$ cat src/rtl/otter_csr_pkg.sv
// Shared definitions for the machine-mode CSR / interrupt unit.
//   - CSR address map for the implemented registers
//   - bit positions of the architected fields inside mstatus / mie
//   - cause code loaded into mcause on an external-interrupt trap
//   - two-state trap FSM encoding
// Optional feature macro: CSR_MCAUSE_EN (mcause register present when defined).
package otter_csr_pkg;

  localparam logic [11:0] CSR_MSTATUS = 12'h300;
  localparam logic [11:0] CSR_MIE     = 12'h304;
  localparam logic [11:0] CSR_MTVEC   = 12'h305;
  localparam logic [11:0] CSR_MEPC    = 12'h341;
  localparam logic [11:0] CSR_MCAUSE  = 12'h342;

  localparam int MSTATUS_MIE_BIT  = 3;
  localparam int MSTATUS_MPIE_BIT = 7;
  localparam int MIE_MEIE_BIT     = 11;

  // Interrupt flag in bit 31, cause 11 = machine external interrupt.
  localparam logic [31:0] MCAUSE_EXT_INT = 32'h8000_000B;

  typedef enum logic {
    ST_RUN  = 1'b0,
    ST_TRAP = 1'b1
  } int_state_t;

  // Instruction addresses are word aligned; the two low bits never hold state.
  function automatic logic [31:0] word_align(input logic [31:0] addr);
    return {addr[31:2], 2'b00};
  endfunction

endpackage

$ cat src/rtl/sync_edge_det.sv
// Two-flop synchroniser followed by a rising-edge detector.
// Ports:
//   clk      - sampling clock
//   rst_n    - asynchronous active-low reset, clears all flops
//   async_in - level from another clock domain (or a pin)
//   rise     - one-cycle pulse when the synchronised level goes 0->1
module sync_edge_det (
  input  logic clk,
  input  logic rst_n,
  input  logic async_in,
  output logic rise
);

  logic sync_1;
  logic sync_2;
  logic sync_prev;

  always_ff @(posedge clk or negedge rst_n) begin
    if (!rst_n) begin
      sync_1    <= 1'b0;
      sync_2    <= 1'b0;
      sync_prev <= 1'b0;
    end else begin
      sync_1    <= async_in;
      sync_2    <= sync_1;
      sync_prev <= sync_2;
    end
  end

  assign rise = sync_2 & ~sync_prev;

endmodule

$ cat src/rtl/csr_int_unit.sv
// Machine-mode CSR file and external-interrupt trap controller.
// Holds mstatus (MIE/MPIE), mie (MEIE), mtvec, mepc and optionally mcause;
// latches external interrupt edges as pending and raises a one-cycle
// int_taken pulse when the control FSM offers an instruction boundary.
// Optional feature macro: CSR_MCAUSE_EN (adds R/W mcause at 0x342).
//
// Ports:
//   clk       - sole clock
//   rst_n     - asynchronous active-low reset
//   intr      - external interrupt request, asynchronous
//   int_check - instruction-boundary pulse from the control FSM
//   pc_next   - address of the next instruction, saved to mepc on a trap
//   mret_exec - mret executing this cycle
//   csr_we    - CSR write enable
//   csr_addr  - CSR address
//   csr_wd    - CSR write data
//   csr_rd    - combinational CSR read data (0 for unimplemented addresses)
//   int_taken - one-cycle trap pulse
//   mtvec     - trap vector
//   mepc      - return address
//
// state | meaning
// ------+---------------------------------------------------------------
// RUN   | normal execution, waiting for a qualifying int_check
// TRAP  | trap accepted last cycle; int_taken high, back to RUN next cycle
module csr_int_unit
  import otter_csr_pkg::*;
(
  input  logic        clk,
  input  logic        rst_n,
  input  logic        intr,
  input  logic        int_check,
  input  logic [31:0] pc_next,
  input  logic        mret_exec,
  input  logic        csr_we,
  input  logic [11:0] csr_addr,
  input  logic [31:0] csr_wd,
  output logic [31:0] csr_rd,
  output logic        int_taken,
  output logic [31:0] mtvec,
  output logic [31:0] mepc
);

  int_state_t  state;
  int_state_t  state_nx;

  logic        mst_mie;
  logic        mst_mpie;
  logic        mie_meie;
  logic [31:0] mtvec_q;
  logic [31:0] mepc_q;
  logic        pending;
  logic        intr_rise;
  logic        trap_go;

  logic        wr_mstatus;
  logic        wr_mie;
  logic        wr_mtvec;
  logic        wr_mepc;

  sync_edge_det u_sync_edge_det (
    .clk      (clk),
    .rst_n    (rst_n),
    .async_in (intr),
    .rise     (intr_rise)
  );

  assign wr_mstatus = csr_we && (csr_addr == CSR_MSTATUS);
  assign wr_mie     = csr_we && (csr_addr == CSR_MIE);
  assign wr_mtvec   = csr_we && (csr_addr == CSR_MTVEC);
  assign wr_mepc    = csr_we && (csr_addr == CSR_MEPC);

  // A boundary seen while already in TRAP is dropped, so back-to-back
  // int_check pulses cannot produce a two-cycle int_taken.
  assign trap_go = (state == ST_RUN) && int_check && pending && mst_mie && mie_meie;

  always_ff @(posedge clk or negedge rst_n) begin
    if (!rst_n) begin
      state <= ST_RUN;
    end else begin
      state <= state_nx;
    end
  end

  always_comb begin
    state_nx  = state;
    int_taken = 1'b0;
    case (state)
      ST_RUN: begin
        if (trap_go) begin
          state_nx = ST_TRAP;
        end
      end
      ST_TRAP: begin
        int_taken = 1'b1;
        state_nx  = ST_RUN;
      end
      default: begin
        state_nx = ST_RUN;
      end
    endcase
  end

  // A fresh edge in the same cycle as the clear must not be lost.
  always_ff @(posedge clk or negedge rst_n) begin
    if (!rst_n) begin
      pending <= 1'b0;
    end else if (intr_rise) begin
      pending <= 1'b1;
    end else if (trap_go) begin
      pending <= 1'b0;
    end
  end

  // Priority on mstatus: trap entry, then mret, then software write.
  always_ff @(posedge clk or negedge rst_n) begin
    if (!rst_n) begin
      mst_mie  <= 1'b0;
      mst_mpie <= 1'b0;
    end else if (trap_go) begin
      mst_mpie <= mst_mie;
      mst_mie  <= 1'b0;
    end else if (mret_exec) begin
      mst_mie  <= mst_mpie;
      mst_mpie <= 1'b1;
    end else if (wr_mstatus) begin
      mst_mie  <= csr_wd[MSTATUS_MIE_BIT];
      mst_mpie <= csr_wd[MSTATUS_MPIE_BIT];
    end
  end

  always_ff @(posedge clk or negedge rst_n) begin
    if (!rst_n) begin
      mie_meie <= 1'b0;
    end else if (wr_mie) begin
      mie_meie <= csr_wd[MIE_MEIE_BIT];
    end
  end

  always_ff @(posedge clk or negedge rst_n) begin
    if (!rst_n) begin
      mtvec_q <= '0;
    end else if (wr_mtvec) begin
      mtvec_q <= word_align(csr_wd);
    end
  end

  always_ff @(posedge clk or negedge rst_n) begin
    if (!rst_n) begin
      mepc_q <= '0;
    end else if (trap_go) begin
      mepc_q <= word_align(pc_next);
    end else if (wr_mepc) begin
      mepc_q <= word_align(csr_wd);
    end
  end

`ifdef CSR_MCAUSE_EN
  logic        wr_mcause;
  logic [31:0] mcause_q;

  assign wr_mcause = csr_we && (csr_addr == CSR_MCAUSE);

  always_ff @(posedge clk or negedge rst_n) begin
    if (!rst_n) begin
      mcause_q <= '0;
    end else if (trap_go) begin
      mcause_q <= MCAUSE_EXT_INT;
    end else if (wr_mcause) begin
      mcause_q <= csr_wd;
    end
  end
`endif

  always_comb begin
    csr_rd = '0;
    case (csr_addr)
      CSR_MSTATUS: begin
        csr_rd[MSTATUS_MIE_BIT]  = mst_mie;
        csr_rd[MSTATUS_MPIE_BIT] = mst_mpie;
      end
      CSR_MIE: begin
        csr_rd[MIE_MEIE_BIT] = mie_meie;
      end
      CSR_MTVEC: begin
        csr_rd = mtvec_q;
      end
      CSR_MEPC: begin
        csr_rd = mepc_q;
      end
`ifdef CSR_MCAUSE_EN
      CSR_MCAUSE: begin
        csr_rd = mcause_q;
      end
`endif
      default: begin
        csr_rd = '0;
      end
    endcase
  end

  assign mtvec = mtvec_q;
  assign mepc  = mepc_q;

endmodule

$ cat config.mk
export PLATFORM = sky130hd
export DESIGN_NAME = csr_int_unit
export DESIGN_NICKNAME = d
export VERILOG_FILES = /design/src/rtl/otter_csr_pkg.sv /design/src/rtl/sync_edge_det.sv /design/src/rtl/csr_int_unit.sv
export SDC_FILE = /design/constraint.sdc
export NUM_CORES = 1
export LEC_CHECK = 0
export ABC_CLOCK_PERIOD_IN_PS = 2090
export CAP_MARGIN = 30
export CELL_PAD_IN_SITES_DETAIL_PLACEMENT = 0
export CELL_PAD_IN_SITES_GLOBAL_PLACEMENT = 2
export CORE_MARGIN = 2
export CORE_UTILIZATION = 40
export CTS_CLUSTER_SIZE = 16
export DETAILED_ROUTE_END_ITERATION = 6
export DONT_BUFFER_PORTS = 1
export HOLD_SLACK_MARGIN = 0.15
export PLACE_DENSITY = 0.85
export SYNTH_ARGS = -nofsm -noshare
export SYNTH_HDL_FRONTEND = slang
export SYNTH_SLANG_ARGS = --single-unit
$ cat constraint.sdc
create_clock -name clk -period 2.09 [get_ports clk]
set_input_delay 0.209 -clock clk [delete_from_list [all_inputs] [get_ports clk]]
set_output_delay 0.209 -clock clk [all_outputs]
set_load 0.02 [all_outputs]
==> key figures, run 1 <==
Synth
  – Post-Synth XOR/XNOR Area: 0%
  – Post-synthesis sequential area ratio: a little under half
  – Top cells by area, synth: dfrtp_1, mux2_1, mux2_4
  – Asr flop ratio synth: between 90% and 100%
  – Post-synthesis mux area share: 32.2%
  – Synthesized cell area: between 3000 and 4000 um2
  – Compound-cell area share of the yosys netlist: approximately 8.6%
  – Most common cell in the netlist: dfrtp_1
  – Unique cell type count in the Yosys netlist: 37
  – Largest family of logic cells by synthesized area: multiplexers
  – Yosys warns: 0
  – Simple logic cell fraction of the synthesized area: between 5 and 6%
  – FF+latch count, synth: slightly below 70
  – Prevailing post-synth register cell: dfrtp_1
  – Commonest cells in the netlist: dfrtp_1, mux2_1, mux2_4, a22o_1
  – Cells after synthesis: between 200 and 250
  – Syn Area/Cell: 14.8 um2
  – Yosys top cell by area: dfrtp_1
  – Synth Area in Adders: 0%
  – Number of synthesized flops with an enable pin: 0
  – Yosys top cell area share: a little under half

Status
  – Status: finished clean

Hold path
  – Hold crit path type: in -> reg

Layout
  – Share of cells above drive strength 1: 22.4%
  – Area Overhead vs Synth: 26.9%
  – Nets: between 300 and 400
  – Final core occ: a little over half
  – FILL cells: between 700 and 800
  – N_diodes: 0

Clocking
  – TritonCTS Sinks: just under 70
  – Root buffer cell: clkbuf_8
  – PostCTS Resize Cnt: 0
  – Inserted Clock Buffers: 9
  – Clock Path Buffers: 2
  – CTS tree: done
  – Clock transition at path regs: approximately 0.07 ns
  – Clock Latency Late Sink: roughly 0.35 ns
  – Post-CTS Setup Bufs: 0
  – CTS HTree Levels: 3

Pwr
  – Power density over the cells: about 650 nW/um2
  – Worst vdd ir: 0.360 mV
  – Seq pwr share: a little under half
  – Comb power frac: ~7.5%
  – Leak pwr: approximately 2.1 nW
  – Internal Power: around 0.0023 W
  – Switch share: around 22%
  – NetSw: roughly 0.00065 W
  – Clock share of power: between 40% and 50%
  – Total Power: a little under 0.003 W

STA
  – Count of final setup violators: 0
  – Final Cycle Share: about nine tenths
  – Min Tclk post-route: about 1.9 ns
  – Setup tns final: 0 ns
  – RSZ-0062 raised after global routing: no
  – Worst clock skew: 0.00926 ns
  – Fmax: ~0.52 GHz
  – Slew Limit Fails: 0
  – Setup slack after layout: ~0.17 ns
  – Hold Fails Final Rpt: 0

Placement
  – Final HPWL DP: between 5000 and 6000 um
  – Port Buf Inserts: 0
  – Placer Congestion: 0.744
  – Place WS: about 0.33 ns

Setup path
  – Setup crit start kind: flip-flop
  – Max incr delay on CP: ~0.56 ns
  – Critical Path End Type: flip-flop
  – Cell breakdown of the critical path: nand4_4, buf_4, inv_2, or3_1, dlygate4sd3_1
  – Critical path class: reg -> reg
  – Maximum fanout along the worst path: 16
  – WP data arrival: roughly 2.2 ns
  – FF-to-FF setup slack: 0.17 ns
  – Crit-path slowest cell: dlygate4sd3_1
  – Worst EP required: 2.32 ns

Floorplanning
  – CORE AREA: between 8000 and 9000 um2
  – Starting Density: approximately 41%
  – Core Rows: 34
  – IO Pins: 179
  – DIE AREA: 9770 um2
  – Chip Width: between 90 and 100 um
  – Die Span Y: roughly 99 um

Route
  – Met2 WL post-DR: about 4400 um
  – Via/cell ratio: about 5.4
  – Routed WL per cell: 20.7 um
  – Initial DRC count: 45
  – Met3 WL: roughly 740 um
  – Top Layer Used: met4
  – Total number of vias: 2333
  – DRT met1 WL: between 3000 and 4000 um
  – Final wirelength: between 8000 and 9000 um
  – Drt pass-1 iters: 4
  – Post-route ant nets: 0
  – DRC: 0

GRT
  – Antenna violations before repair: 0
  – Global route overflow: 0
  – Total Routing Usage GR: a little under a fifth
  – First-pass GRT wire length: 13600 um
  – Vias in the first global route: about 2500
  – Largest net degree at the start of global routing: slightly below 70

Flow run
  – Max-cap violation count: 0
critical path, delay by kind of cell (launching register included):
family / cells / cell delay [ns]
DFF: 1 / 0.43
buffers and inverters: 3 / 0.90
and+or+nand+nor: 2 / 0.48
what timing repair did:
action	CTS	global route
hold buffers	66	0
endpoints found under the setup margin	0	0
hold endpoints to repair	132	0
kinds of logic (layout without fill, tap and decap cells):
logic type             count (synthesis)  in the layout
multiplexers                          93             93
AND/OR/NAND/NOR                       22             22
buffers and inverters                 23             96
flip-flops                            68             68
AO/OA/AOI/OAI                         36             36
other                                  1              6
worst paths after layout:
kind | startpoint | endpoint | depth (start not counted)
min in group asynchronous | rst_n | mtvec[27] | 2
max | mie_meie | mst_mpie | 5
min | csr_addr[7] | mst_mie | 4
max in group asynchronous | rst_n | mie_meie | 2
max reg2reg | mie_meie | mst_mpie | 5
min reg2reg | u_sync_edge_det.sync_1 | u_sync_edge_det.sync_2 | 0
state kept, by name, indices dropped and copies added, names as in the netlist:
signal / count
pending: 1
mtvec: 30
u_sync_edge_det.sync_1: 1
mst_mpie: 1
u_sync_edge_det.sync_prev: 1
mst_mie: 1
mie_meie: 1
u_sync_edge_det.sync_2: 1
state: 1
mepc: 30
final cells by class:
type	count	area (um2)	share of cell area, %
Clock inverter	6	111	2.44
Timing Repair Buffer	77	761	16.7
Inverter	3	11.3	0.247
Clock buffer	10	138	3.02
Sequential cell	68	1700	37.3
Multi-Input combinational cell	157	1710	37.4
Tap cell	108	135	2.96
layer usage:
metal | GRT usage, % | up-vias
li1 | - | 1047
met1 | 20.6 | 1162
met2 | 31.0 | 115
met3 | 6.45 | 9
met4 | 7.27 | 0
met5 | 0 | -
metrics by stage:
stage | instances | cell area, um2 | hold WS, ns
floorplan | 248 | 3620 | -0.0866
global placement | 347 | 3640 | -0.0851
detailed placement | 347 | 3640 | -0.0852
CTS | 429 | 4560 | 0.197
global route | 429 | 4560 | 0.246
finish | 429 | 4560 | 0.215
power by group through the flow:
stage	Sequential [W]	Combinational (W)	Clock (W)
detailed placement	0.00142	0.0000857	0
global route	0.00140	0.000242	0.00144
floorplan	0.00141	0.0000876	0
CTS	0.00139	0.000223	0.00138
finish	0.00139	0.000222	0.00134
global placement	0.00142	0.0000838	0
layout by cell type (no fill, tap or decap), types with 2 or more instances in the layout:
master	n
bufinv_16	3
mux2_4	30
a22oi_1	2
conb_1	6
buf_4	11
clkbuf_8	10
o2bb2ai_1	2
nand2_1	2
mux2_1	59
mux2_2	3
inv_1	2
o21ai_0	2
a22o_1	27
nor2_1	2
dfrtp_1	68
and3_1	3
dlygate4sd3_1	65
Power figures use the tool's default switching activity.
==> inputs of run 2 (changes only) <==
--- a/config.mk
+++ b/config.mk
@@ -11,11 +11,12 @@
 export CELL_PAD_IN_SITES_GLOBAL_PLACEMENT = 2
 export CORE_MARGIN = 2
 export CORE_UTILIZATION = 40
-export CTS_CLUSTER_SIZE = 16
+export CTS_CLUSTER_SIZE = 12
 export DETAILED_ROUTE_END_ITERATION = 6
 export DONT_BUFFER_PORTS = 1
 export HOLD_SLACK_MARGIN = 0.15
 export PLACE_DENSITY = 0.85
+export SKIP_LAST_GASP = 1
 export SYNTH_ARGS = -nofsm -noshare
 export SYNTH_HDL_FRONTEND = slang
 export SYNTH_SLANG_ARGS = --single-unit
==> results of run 2 <==
Same layout as run 1: the final DEF is identical, and so are final timing and power.
==> inputs of run 3 (changes only) <==
--- a/config.mk
+++ b/config.mk
@@ -9,7 +9,7 @@
 export CAP_MARGIN = 30
 export CELL_PAD_IN_SITES_DETAIL_PLACEMENT = 0
 export CELL_PAD_IN_SITES_GLOBAL_PLACEMENT = 2
-export CORE_MARGIN = 2
+export CORE_MARGIN = 1
 export CORE_UTILIZATION = 40
 export CTS_CLUSTER_SIZE = 12
 export DETAILED_ROUTE_END_ITERATION = 6
==> run 3 against run 2 <==
Net effect:
- sequential share of layout area is 0.16 points higher
- final cell count decreased by 0.23%
- first-iteration DRC count is 2.2% lower
- worst setup slack improved by 0.081 ns
- hold slack worse by 0.044 ns
- fmax grew 4.4%
- die area decreased by 4.0%
- critical endpoint unchanged
- sequential power about the same
- global-route usage up 1.5 points
- via count is 1.1% higher
- combinational power about the same
- non-clock buffer count fell by 1
==> key figures, run 3 (synthesis gave the netlist of run 1 again) <==
Layout
  – Nets: between 300 and 400
  – Fin area: ~4500 um2
  – Area Overhead vs Synth: 26.3%
  – N_diodes: 0
  – Final core occ: between 50% and 60%
  – Most common cell after layout, fill and taps aside: dfrtp_1
  – Commonest cells after routing, fill and taps aside: dfrtp_1, dlygate4sd3_1, mux2_1, mux2_4, a22o_1
  – Share of cells above drive strength 1: between 20% and 30%

STA
  – Worst clock skew: approximately 0.0082 ns
  – Slew Limit Fails: 0
  – Min Tclk post-route: between 1.5 and 2 ns
  – Hold Fails Final Rpt: 0
  – Fmax: about 0.54 GHz
  – RSZ-0062 raised after global routing: no
  – Final Cycle Share: 87.9%
  – Count of final setup violators: 0
  – Setup tns final: 0 ns

Clocking
  – Post-CTS Setup Bufs: 0
  – Clock transition at path regs: approximately 0.070 ns
  – CTS tree: done
  – TritonCTS Sinks: 68
  – Hold-fix buffers, CTS: between 60 and 70
  – Root buffer cell: clkbuf_8
  – Clock Path Buffers: 2
  – PostCTS Resize Cnt: 0
  – CTS HTree Levels: 3
  – Inserted Clock Buffers: 9
  – Clock Latency Late Sink: roughly 0.34 ns

Pwr
  – Leak pwr: ~2.1 nW
  – Switch share: between 20% and 30%
  – Seq pwr share: between 50% and 60%
  – Power density over the cells: just under 600 nW/um2
  – Worst vdd ir: approximately 0.38 mV
  – NetSw: around 0.00064 W
  – Internal Power: ~0.002 W
  – Clock share of power: 40.3%
  – Comb power frac: 8.1%

Floorplanning
  – Chip Width: 96.8 um
  – Starting Density: 41.2%
  – Core Rows: 34
  – IO Pins: 179
  – DIE AREA: ~9400 um2
  – Die Span Y: roughly 97 um
  – CORE AREA: 8720 um2

Route
  – Total number of vias: between 2000 and 2500
  – Post-route ant nets: 0
  – Initial DRC count: between 40 and 50
  – Final wirelength: 8950 um
  – Via/cell ratio: about 5.5
  – Drt pass-1 iters: 4
  – DRC: 0
  – Routed WL per cell: ~21 um

Hold path
  – Hold crit path type: in -> reg
  – Hold-critical path depth: 2
  – Worst hold path endpoint: mepc[30]
  – Worst hold path startpoint: pc_next[30]

Placement
  – Final HPWL DP: roughly 5700 um
  – Port Buf Inserts: 0
  – Placer Congestion: 0.734
  – Placed inst area: around 3700 um2

Setup path
  – Worst r2r dst: mst_mpie
  – WP data arrival: between 2 and 2.5 ns
  – Setup crit start kind: flip-flop
  – Cell breakdown of the critical path: nand4_4, buf_12, inv_2, or3_1, dlygate4sd3_1
  – Buf/Inv on CP: 3
  – Critical Path End Type: flip-flop
  – Critical path class: reg -> reg
  – Worst EP required: roughly 2.3 ns
  – FF-to-FF setup slack: 0.25 ns
  – Crit-path slowest cell: dlygate4sd3_1
  – Critical R2R Launch: mie_meie
  – Maximum fanout along the worst path: 22
  – Delay-heaviest family, CP: buffers and inverters
  – Max incr delay on CP: 0.55 ns
  – Reg2Reg Depth: 5

GRT
  – Total Routing Usage GR: between 10% and 20%
  – Global route overflow: 0
  – Antenna violations before repair: 0
  – Vias in the first global route: around 2600
  – Largest net degree at the start of global routing: between 60 and 70
  – First-pass GRT wire length: 14200 um

Status
  – Status: finished clean

Flow run
  – Max-cap violation count: 0
run 3: cell types whose count changed in the layout (fill, tap and decap cells not counted):
cell / previous run / this run
buf_12: 0 / 3
bufinv_16: 3 / 1
dlygate4sd3_1: 65 / 64
buf_4: 11 / 8
clkinv_2: 1 / 2
clkinvlp_4: 1 / 2
run 3: worst max path at each step:
stage                            from         end  slack [ns]  depth (start not counted)
after detailed placement  csr_addr[5]   mtvec[10]        0.30                          5
after global routing         mie_meie    mst_mpie        0.17                          5
final                        mie_meie    mst_mpie        0.25                          5
after global placement    csr_addr[5]  csr_rd[30]        0.33                          5
after CTS                    mie_meie    mst_mpie        0.23                          5
after floorplan                 state    mepc[10]        0.44                          5
run 3: through the flow:
| step | hold slack (ns) | setup slack [ns] | instances | power, W |
|---|---|---|---|---|
| after detailed placement | -0.0854 | 0.302 | 347 | 0.00151 |
| after global routing | 0.151 | 0.170 | 428 | 0.00281 |
| final | 0.172 | 0.252 | 428 | 0.00270 |
| after floorplan | -0.0866 | 0.435 | 248 | 0.00150 |
| after global placement | -0.0853 | 0.330 | 347 | 0.00150 |
| after CTS | 0.153 | 0.233 | 428 | 0.00273 |
run 3: worst reg2reg max path, cell delays in order, from the launching register on:
cell and delay [ns]:
dfrtp_1 0.43, nand4_4 0.16, buf_12 0.20, inv_2 0.05, or3_1 0.32, dlygate4sd3_1 0.55
run 3: cell type report:
cell class	instances	area [um2]
fill	737	4180
sequential	68	1700
timing repair buffer	76	788
multi-input combinational	157	1710
tap	108	135
clock buffer	10	138
clock inverter	6	63.8
inverter	3	11.3
run 3: routing by layer:
layer	track usage (%)	wire, um	vias up
met5	0	0	-
met4	7.00	138	0
met3	6.00	610	12
met2	34.1	4570	119
met1	22.6	3630	1186
li1	-	-	1041
run 3: power groups by stage:
stage	sequential [W]	combinational [W]	clock, W
after floorplan	0.00141	0.0000876	0
after global placement	0.00142	0.0000850	0
after detailed placement	0.00142	0.0000873	0
after CTS	0.00139	0.000221	0.00112
after global routing	0.00140	0.000239	0.00118
final	0.00139	0.000220	0.00109
